### src/rtl/fetch_unit.sv
// Instruction fetch unit.
// Issues one memory read per start request, captures the returned word into IR, pulses LD_PC
// once per fetched instruction, and holds IR until decode acknowledges it. Misaligned PCs and
// memory timeouts latch a sticky fault that only reset clears.
module fetch_unit #(
   parameter int unsigned WAIT_LIMIT = 15
) (
   input  logic        clk,
   input  logic        rst_n,
   input  logic        start_i,
   input  logic [15:0] pc_i,
   input  logic        flush_i,
   output logic        mem_en_o,
   output logic [15:0] mem_addr_o,
   input  logic        mem_r_i,
   input  logic [15:0] mem_data_i,
   output logic [15:0] ir_o,
   output logic        ir_valid_o,
   input  logic        ir_ack_i,
   output logic        ld_pc_o,
   output logic [1:0]  pc_sel_o,
   output logic        fault_o,
   output logic [1:0]  fault_code_o
);

   typedef enum logic [1:0] {
      StIdle,
      StFetch,
      StHold,
      StFault
   } state_e;

   localparam logic [1:0] FaultNone     = 2'd0;
   localparam logic [1:0] FaultMisalign = 2'd1;
   localparam logic [1:0] FaultTimeout  = 2'd2;
   localparam logic [1:0] PcSelInc      = 2'd0;

   // WAIT_LIMIT of 0 disables the timeout; WaitLast is then unused.
   localparam bit         TimeoutEn = (WAIT_LIMIT != 0);
   localparam logic [7:0] WaitLast  = (WAIT_LIMIT == 0) ? 8'd0 : 8'(WAIT_LIMIT - 1);

   state_e      state_q, state_d;
   logic [15:0] mem_addr_q, mem_addr_d;
   logic [15:0] ir_q, ir_d;
   logic        ir_valid_q, ir_valid_d;
   logic        ld_pc_q, ld_pc_d;
   logic        fault_q, fault_d;
   logic [1:0]  fault_code_q, fault_code_d;
   logic [7:0]  wait_cnt_q, wait_cnt_d;

   // State and datapath registers; reset clears everything immediately.
   always_ff @(posedge clk or negedge rst_n) begin
      if (!rst_n) begin
         state_q      <= StIdle;
         mem_addr_q   <= 16'h0000;
         ir_q         <= 16'h0000;
         ir_valid_q   <= 1'b0;
         ld_pc_q      <= 1'b0;
         fault_q      <= 1'b0;
         fault_code_q <= FaultNone;
         wait_cnt_q   <= 8'd0;
      end else begin
         state_q      <= state_d;
         mem_addr_q   <= mem_addr_d;
         ir_q         <= ir_d;
         ir_valid_q   <= ir_valid_d;
         ld_pc_q      <= ld_pc_d;
         fault_q      <= fault_d;
         fault_code_q <= fault_code_d;
         wait_cnt_q   <= wait_cnt_d;
      end
   end

   // Next-state logic; in FETCH, flush beats both a ready memory and a timeout.
   always_comb begin
      state_d      = state_q;
      mem_addr_d   = mem_addr_q;
      ir_d         = ir_q;
      ir_valid_d   = ir_valid_q;
      ld_pc_d      = 1'b0;
      fault_d      = fault_q;
      fault_code_d = fault_code_q;
      wait_cnt_d   = wait_cnt_q;

      unique case (state_q)
         StIdle: begin
            if (start_i) begin
               if (pc_i[0]) begin
                  // Misaligned request never reaches memory.
                  fault_d      = 1'b1;
                  fault_code_d = FaultMisalign;
                  state_d      = StFault;
               end else begin
                  mem_addr_d = pc_i;
                  wait_cnt_d = 8'd0;
                  state_d    = StFetch;
               end
            end
         end

         StFetch: begin
            if (flush_i) begin
               state_d = StIdle;
            end else if (mem_r_i) begin
               ir_d       = mem_data_i;
               ir_valid_d = 1'b1;
               ld_pc_d    = 1'b1;
               state_d    = StHold;
            end else begin
               wait_cnt_d = wait_cnt_q + 8'd1;
               if (TimeoutEn && (wait_cnt_q == WaitLast)) begin
                  fault_d      = 1'b1;
                  fault_code_d = FaultTimeout;
                  state_d      = StFault;
               end
            end
         end

         StHold: begin
            // LD_PC already went out on entry; leaving early does not undo it.
            if (flush_i || ir_ack_i) begin
               ir_valid_d = 1'b0;
               state_d    = StIdle;
            end
         end

         StFault: begin
            state_d = StFault;
         end

         default: begin
            state_d = StIdle;
         end
      endcase
   end

   // Outputs: memory request is a pure decode of FETCH so it drops as soon as reset asserts.
   always_comb begin
      mem_en_o     = (state_q == StFetch);
      mem_addr_o   = mem_addr_q;
      ir_o         = ir_q;
      ir_valid_o   = ir_valid_q;
      ld_pc_o      = ld_pc_q;
      pc_sel_o     = PcSelInc;
      fault_o      = fault_q;
      fault_code_o = fault_code_q;
   end

endmodule
### config.mk
export PLATFORM = sky130hd
export DESIGN_NAME = fetch_unit
export DESIGN_NICKNAME = d
export VERILOG_FILES = /design/src/rtl/fetch_unit.sv
export SDC_FILE = /design/constraint.sdc
export NUM_CORES = 1
export LEC_CHECK = 0
export CORE_MARGIN = 2
export CORE_UTILIZATION = 30
export CTS_CLUSTER_SIZE = 14
export DETAILED_ROUTE_END_ITERATION = 6
export GPL_ROUTABILITY_DRIVEN = 1
export HOLD_SLACK_MARGIN = 0.15
export PLACE_DENSITY_LB_ADDON = 0.1
export SYNTH_ARGS = -nofsm -noshare
export SYNTH_HDL_FRONTEND = slang
export SYNTH_SLANG_ARGS = --single-unit
### constraint.sdc
create_clock -name clk -period 2.38 [get_ports clk]
set_input_delay 0.238 -clock clk [delete_from_list [all_inputs] [get_ports clk]]
set_output_delay 0.238 -clock clk [all_outputs]
set_load 0.02 [all_outputs]
## Word-level counts from Yosys, hierarchy flattened

Index checks and enable logic that the tools add are counted.

| word-level totals | value |
|---|---|
| register bits | 46 |
| input bits | 38 |
| output and inout bits | 40 |
| word-level logic and storage cells | 65 |

| cells by class | value |
|---|---|
| $add $sub $neg | 1 |
| equal/unequal tests | 13 |
| muxes and demuxes | 31 |
| bitwise gates (word level) | 2 |
| reduce and logical (&&, ||, !) cells | 10 |

Operators with widths:

| cell | number |
|---|---|
| two-way mux 8 bit | 4 |
| two-way mux 2 bit | 11 |
| case mux 8 bit (2 select lines) | 1 |
| != test 2 bit, second input constant | 6 |
| two-way mux 1 bit | 11 |
| AND reduction 3 bit | 3 |
| adder 8 x 1 -> 8 bit, second input constant | 1 |
| equality test 8 x 4 -> 1 bit, second input constant | 1 |
| case mux 2 bit (4 select lines) | 1 |
| AND reduction 6 bit | 1 |
| AND reduction 5 bit | 1 |
| equality test 2 bit, second input constant | 2 |
| != test 2 x 1 -> 1 bit, second input constant | 2 |
| != test 4 x 2 -> 1 bit, second input constant | 1 |
| case mux 1 bit (2 select lines) | 2 |
| case mux 2 bit (2 select lines) | 1 |
| AND reduction 4 bit | 1 |
| nonzero test 2 bit | 2 |
| equality test 2 x 1 -> 1 bit, second input constant | 1 |
| zero test 2 bit | 1 |
| inverter 1 bit | 2 |
| logical OR 1 bit | 1 |

## Depth between registers and ports, before layout

| depth | value |
|---|---|
| word-level depth | 5 |
| depth in mapped cells | 6 |
| depth with buffers taken out | 5 |

## Worst setup path after synthesis

No wires, ideal clock.

| timing path | value |
|---|---|
| path kind | register -> register |
| start point | register state_q[1] |
| end point | register ir_q[0] (netlist: ir_o[0]) |
| library setup time | 125 ps |
| arrival | 1,649 ps |
| data required time | 2,255 ps |
| setup slack | 607 ps |
| cell stages (with the launch flop) | 6 |
| buffers on the path | 2 |
| clock period less this slack | 1,773 ps |
| cell sequence | dfrtp_1 > and2b_1 > and3b_1 > buf_2 > buf_2 > mux2_2 |

| between the ends | value |
|---|---|
| cells in the longest elaborated chain, start to end | 2 |

RTL lines:

| item | RTL line | text |
|---|---|---|
| start, declared | 42 | `state_e state_q, state_d;` |
| start signal, assigned | 54 | `state_q <= StIdle;` |
| start signal, assigned | 63 | `state_q <= state_d;` |
| equality test 2 x 1 -> 1 bit | - |  |
| via mem_en_o | 13 | `output logic mem_en_o,` |
| AND reduction 3 bit (no line) | - |  |
| end signal, assigned | 65 | `ir_q <= ir_d;` |
| end, declared | 44 | `logic [15:0] ir_q, ir_d;` |

The timed path passes the listed nets, and every way through them passes these cells.
A chain may end at the register's enable or synchronous reset.

## Worst setup path after layout

| timing path | value |
|---|---|
| start point | register state_q[1] |
| end point | register wait_cnt_q[5] |

| between the ends | value |
|---|---|
| cells in the longest elaborated chain, start to end | 3 |
| elaborated cells between the ends (all ways) | 9 |
| those cells by class | 5 x eq/ne; 1 x mux; 3 x reduce/logical |

RTL lines:

| item | RTL line | text |
|---|---|---|
| equality test 2 x 1 -> 1 bit or zero test 2 bit (tied branches) | 85 | `unique case (state_q)` |
| != test 2 bit (no line) or nonzero test 2 bit (tied branches) | - |  |
| AND reduction 5 bit (no line) | - |  |
| end signal, assigned | 70 | `wait_cnt_q <= wait_cnt_d;` |
| end, declared | 49 | `logic [7:0] wait_cnt_q, wait_cnt_d;` |

Parallel ways exist; a longest one is shown, timed or not.

==> impl_metrics.yaml <==
min_path:
  hold_path_class: "primary input to flip-flop"
timing:
  finalClockSkew_ps: 4.541
  hold_viol_final: 0
  slew_violations: 0
  slew_headroom_pct: 61.24
  fin_hold_ws_ps: 460.8
  tightest_slew_ps: 581.4
  fin_setup_tns_ps: 0
  fin_crit_sh_pct: 81.04
  min_period_ps: 1929
  setup_viol: 0
  rsz0062_at_grt: "false"
  timing.fmax_mhz: 518.5
global_route:
  grt_pass1_wl_mm: 6.755
  grt_overflow: 0
  grt_use_total_pct: 11.69
  antenna_found_initial: 0
  grt_pass1_vias: 1409
  grt_max_degree: 47
clock_network:
  tritoncts: "done"
  numClockSinks: 46
  path_clk_slew_ps: 80
  clock_path_buffers: 2
  ctsRootBufferMaster: "clkbuf_8"
  cts_inserted_buffers: 5
  hold_buffers: 1
  cts_setup_buffers: 0
  clkLatencyLatePin_ps: 290
  htree_levels: 2
  cts_resized: 0
detailed_routing:
  routed_wirelength_mm: 4.161
  drtAntennaViolNets: 0
  dr_wl_met2_mm: 1.842
  drt-vias-per-instance: 4.442
  post_drt_wl_per_cell_um: 12.27
  wl_met1_mm: 1.946
  met3_length_um: 332
  drc_errors: 0
  vias: 1506
  routed.top_layer: "met4"
  drt-pass1-iter-count: 4
  drtIter0Drc: 53
yosys:
  avgSynthCellArea_um2: 10.82
  ys.warnings.count: 0
  synth_mux_area_share_pct: 11.63
  ys_types: 34
  synth_edf_count: 0
  seq_area_frac_synth_pct: 58.15
  async_flop_share_pct: 100.0
  ys_seq_elements: 46
  synth_top_family_by_area: "simple AND/OR/NAND/NOR gates"
  synth-compound-area-share_pct: 4.614
  synth_xor_area_share_pct: 0
  synthSimpleGateAreaFrac_pct: 19.97
  synth_cells: 183
  synthFlopType: "dfrtp_1"
  synthesis.area_um2: 1979
  synthAdderAreaFrac_pct: 1.264
power_and_ir_drop:
  seqPwrFrac_pct: 36.6
  clkPwrFrac_pct: 20.2
  power.density_nw_per_um2: 1178
  ir_drop_uv: 524.6
  switching_share_pct: 33.43
  p_switching_mw: 1.164
  intPower_mw: 2.317
  comb_power_share_pct: 43.2
  static-leakage-power_nw: 1.299
floorplan:
  die_h_um: 85.23
  initial_utilization_pct: 31.17
  die_w_um: 85.23
  core_um2: 6350
  fp.dieArea_um2: 7264
  rows: 29
  io_pins: 78
worst_setup_path:
  critPathLaunch: "state_q[1]"
  crit_required_ps: 2610
  cp-start-kind: "flip-flop"
  worstPathMaxFanout: 10
  r2r-end: "wait_cnt_q[5]"
  worstPathArrival_ps: 2160
  r2r-start: "state_q[1]"
  path_class: "flip-flop to flip-flop"
  crit_end: "wait_cnt_q[5]"
  cp-end-kind: "flip-flop"
  rrSetupSlack_ps: 450
  ff2ff_path_depth: 3
cells_and_area:
  final_cell_mix: "clkdlybuf4s50_1 (73), nand2_1 (56), dfrtp_1 (46)"
  fin_cells: 339
  area_delta_synth_final_pct: 49.30
  final_layout_size_suffix_gt1_share_pct: 14.89
  antenna_cells: 0
  final_common_cell: "clkdlybuf4s50_1"
  nNetsFinal: 301
flow_run:
  max-cap-violations: 0
placement:
  dp_hpwl_mm: 2.869
  port-buffer-count: 74
  gp_congestion: 0.7293
  place_inst: 330
status:
  status: "completed"
-- cell usage after synthesis (2+ instances only) --
library cell	instances	area, µm²
o31ai_1	2	15.01
o21ai_0	3	15.01
or3b_2	2	17.52
nand3_1	3	15.01
clkbuf_1	2	7.510
nor2_1	2	7.510
nor4_1	2	12.51
a211oi_1	2	15.01
buf_4	3	22.52
dfrtp_1	46	1151
nand2_1	56	210.2
or4b_2	2	20.02
ha_1	2	25.02
inv_1	6	22.52
buf_2	6	30.03
nand2b_1	2	12.51
mux2_2	16	180.2
nor3_1	3	15.01
a21oi_1	4	20.02
mux2i_1	5	50.05
-- worst min path at each step --
| stage | to | startpoint | depth (start not counted) |
|---|---|---|---|
| after floorplan | fault_code_o[0] | rst_n | 0 |
| after global placement | ir_o[15] | rst_n | 2 |
| after detailed placement | ir_o[15] | rst_n | 2 |
| after CTS | mem_addr_o[2] | pc_i[2] | 3 |
| after global routing | mem_addr_o[1] | pc_i[1] | 3 |
| final | mem_addr_o[2] | pc_i[2] | 3 |
-- sequential cells by signal, indices dropped and copies added (netlist names) --
name and cells:
wait_cnt_q 8, state_q 2, ld_pc_o 1, fault_o 1
ir_valid_o 1, ir_o 16, mem_addr_o 15, fault_code_o 2
-- cell families (layout without fill, tap and decap cells) --
logic type	Yosys count	in the layout
compound gates	14	14
mux	21	21
simple gates	82	82
buf+inv	17	94
flops	46	46
other cells	1	3
fa+ha+maj	2	2
-- power groups by stage --
stage | clock network (mW) | registers (mW) | logic, mW
floorplan | 0 | 1.61 | 0.465
detailed placement | 0 | 1.29 | 1.53
CTS | 0.737 | 1.28 | 1.53
global route | 0.766 | 1.33 | 1.62
global placement | 0 | 1.29 | 1.52
finish | 0.702 | 1.28 | 1.50
-- metrics by stage --
step / power, mW / cell area, µm² / util (%) / setup slack, ps
4_1_cts: 3.550 / 2955 / 46.54 / 434.5
5_1_grt: 3.718 / 2955 / 46.54 / 357.5
2_1_floorplan: 2.072 / 1987 / - / 606.6
3_3_place_gp: 2.808 / 2803 / 44.14 / 233.7
6_report: 3.481 / 2955 / 46.54 / 451.4
3_5_place_dp: 2.820 / 2803 / 44.14 / 209.6
-- critical path: stages, from the launching register on --
cell	delay, ps
dfrtp_1	470
or4b_1	720
or4_4	540
a21oi_2	140
-- cell type report --
type	instances	area, µm²
clock buffer	6	82.58
clock inverter	2	60.06
fill	601	3395
inverter	6	22.52
multi-input combinational	122	759.5
sequential	46	1151
tap	77	96.34
timing repair buffer	80	783.3
-- per-layer routing --
metal | up-vias | track usage, %
met5 | - | 0
met4 | 0 | 3.030
met3 | 5 | 4.377
met2 | 55 | 17.68
met1 | 684 | 15.87
li1 | 762 | -
No activity file was read; power rests on OpenSTA's default activity.
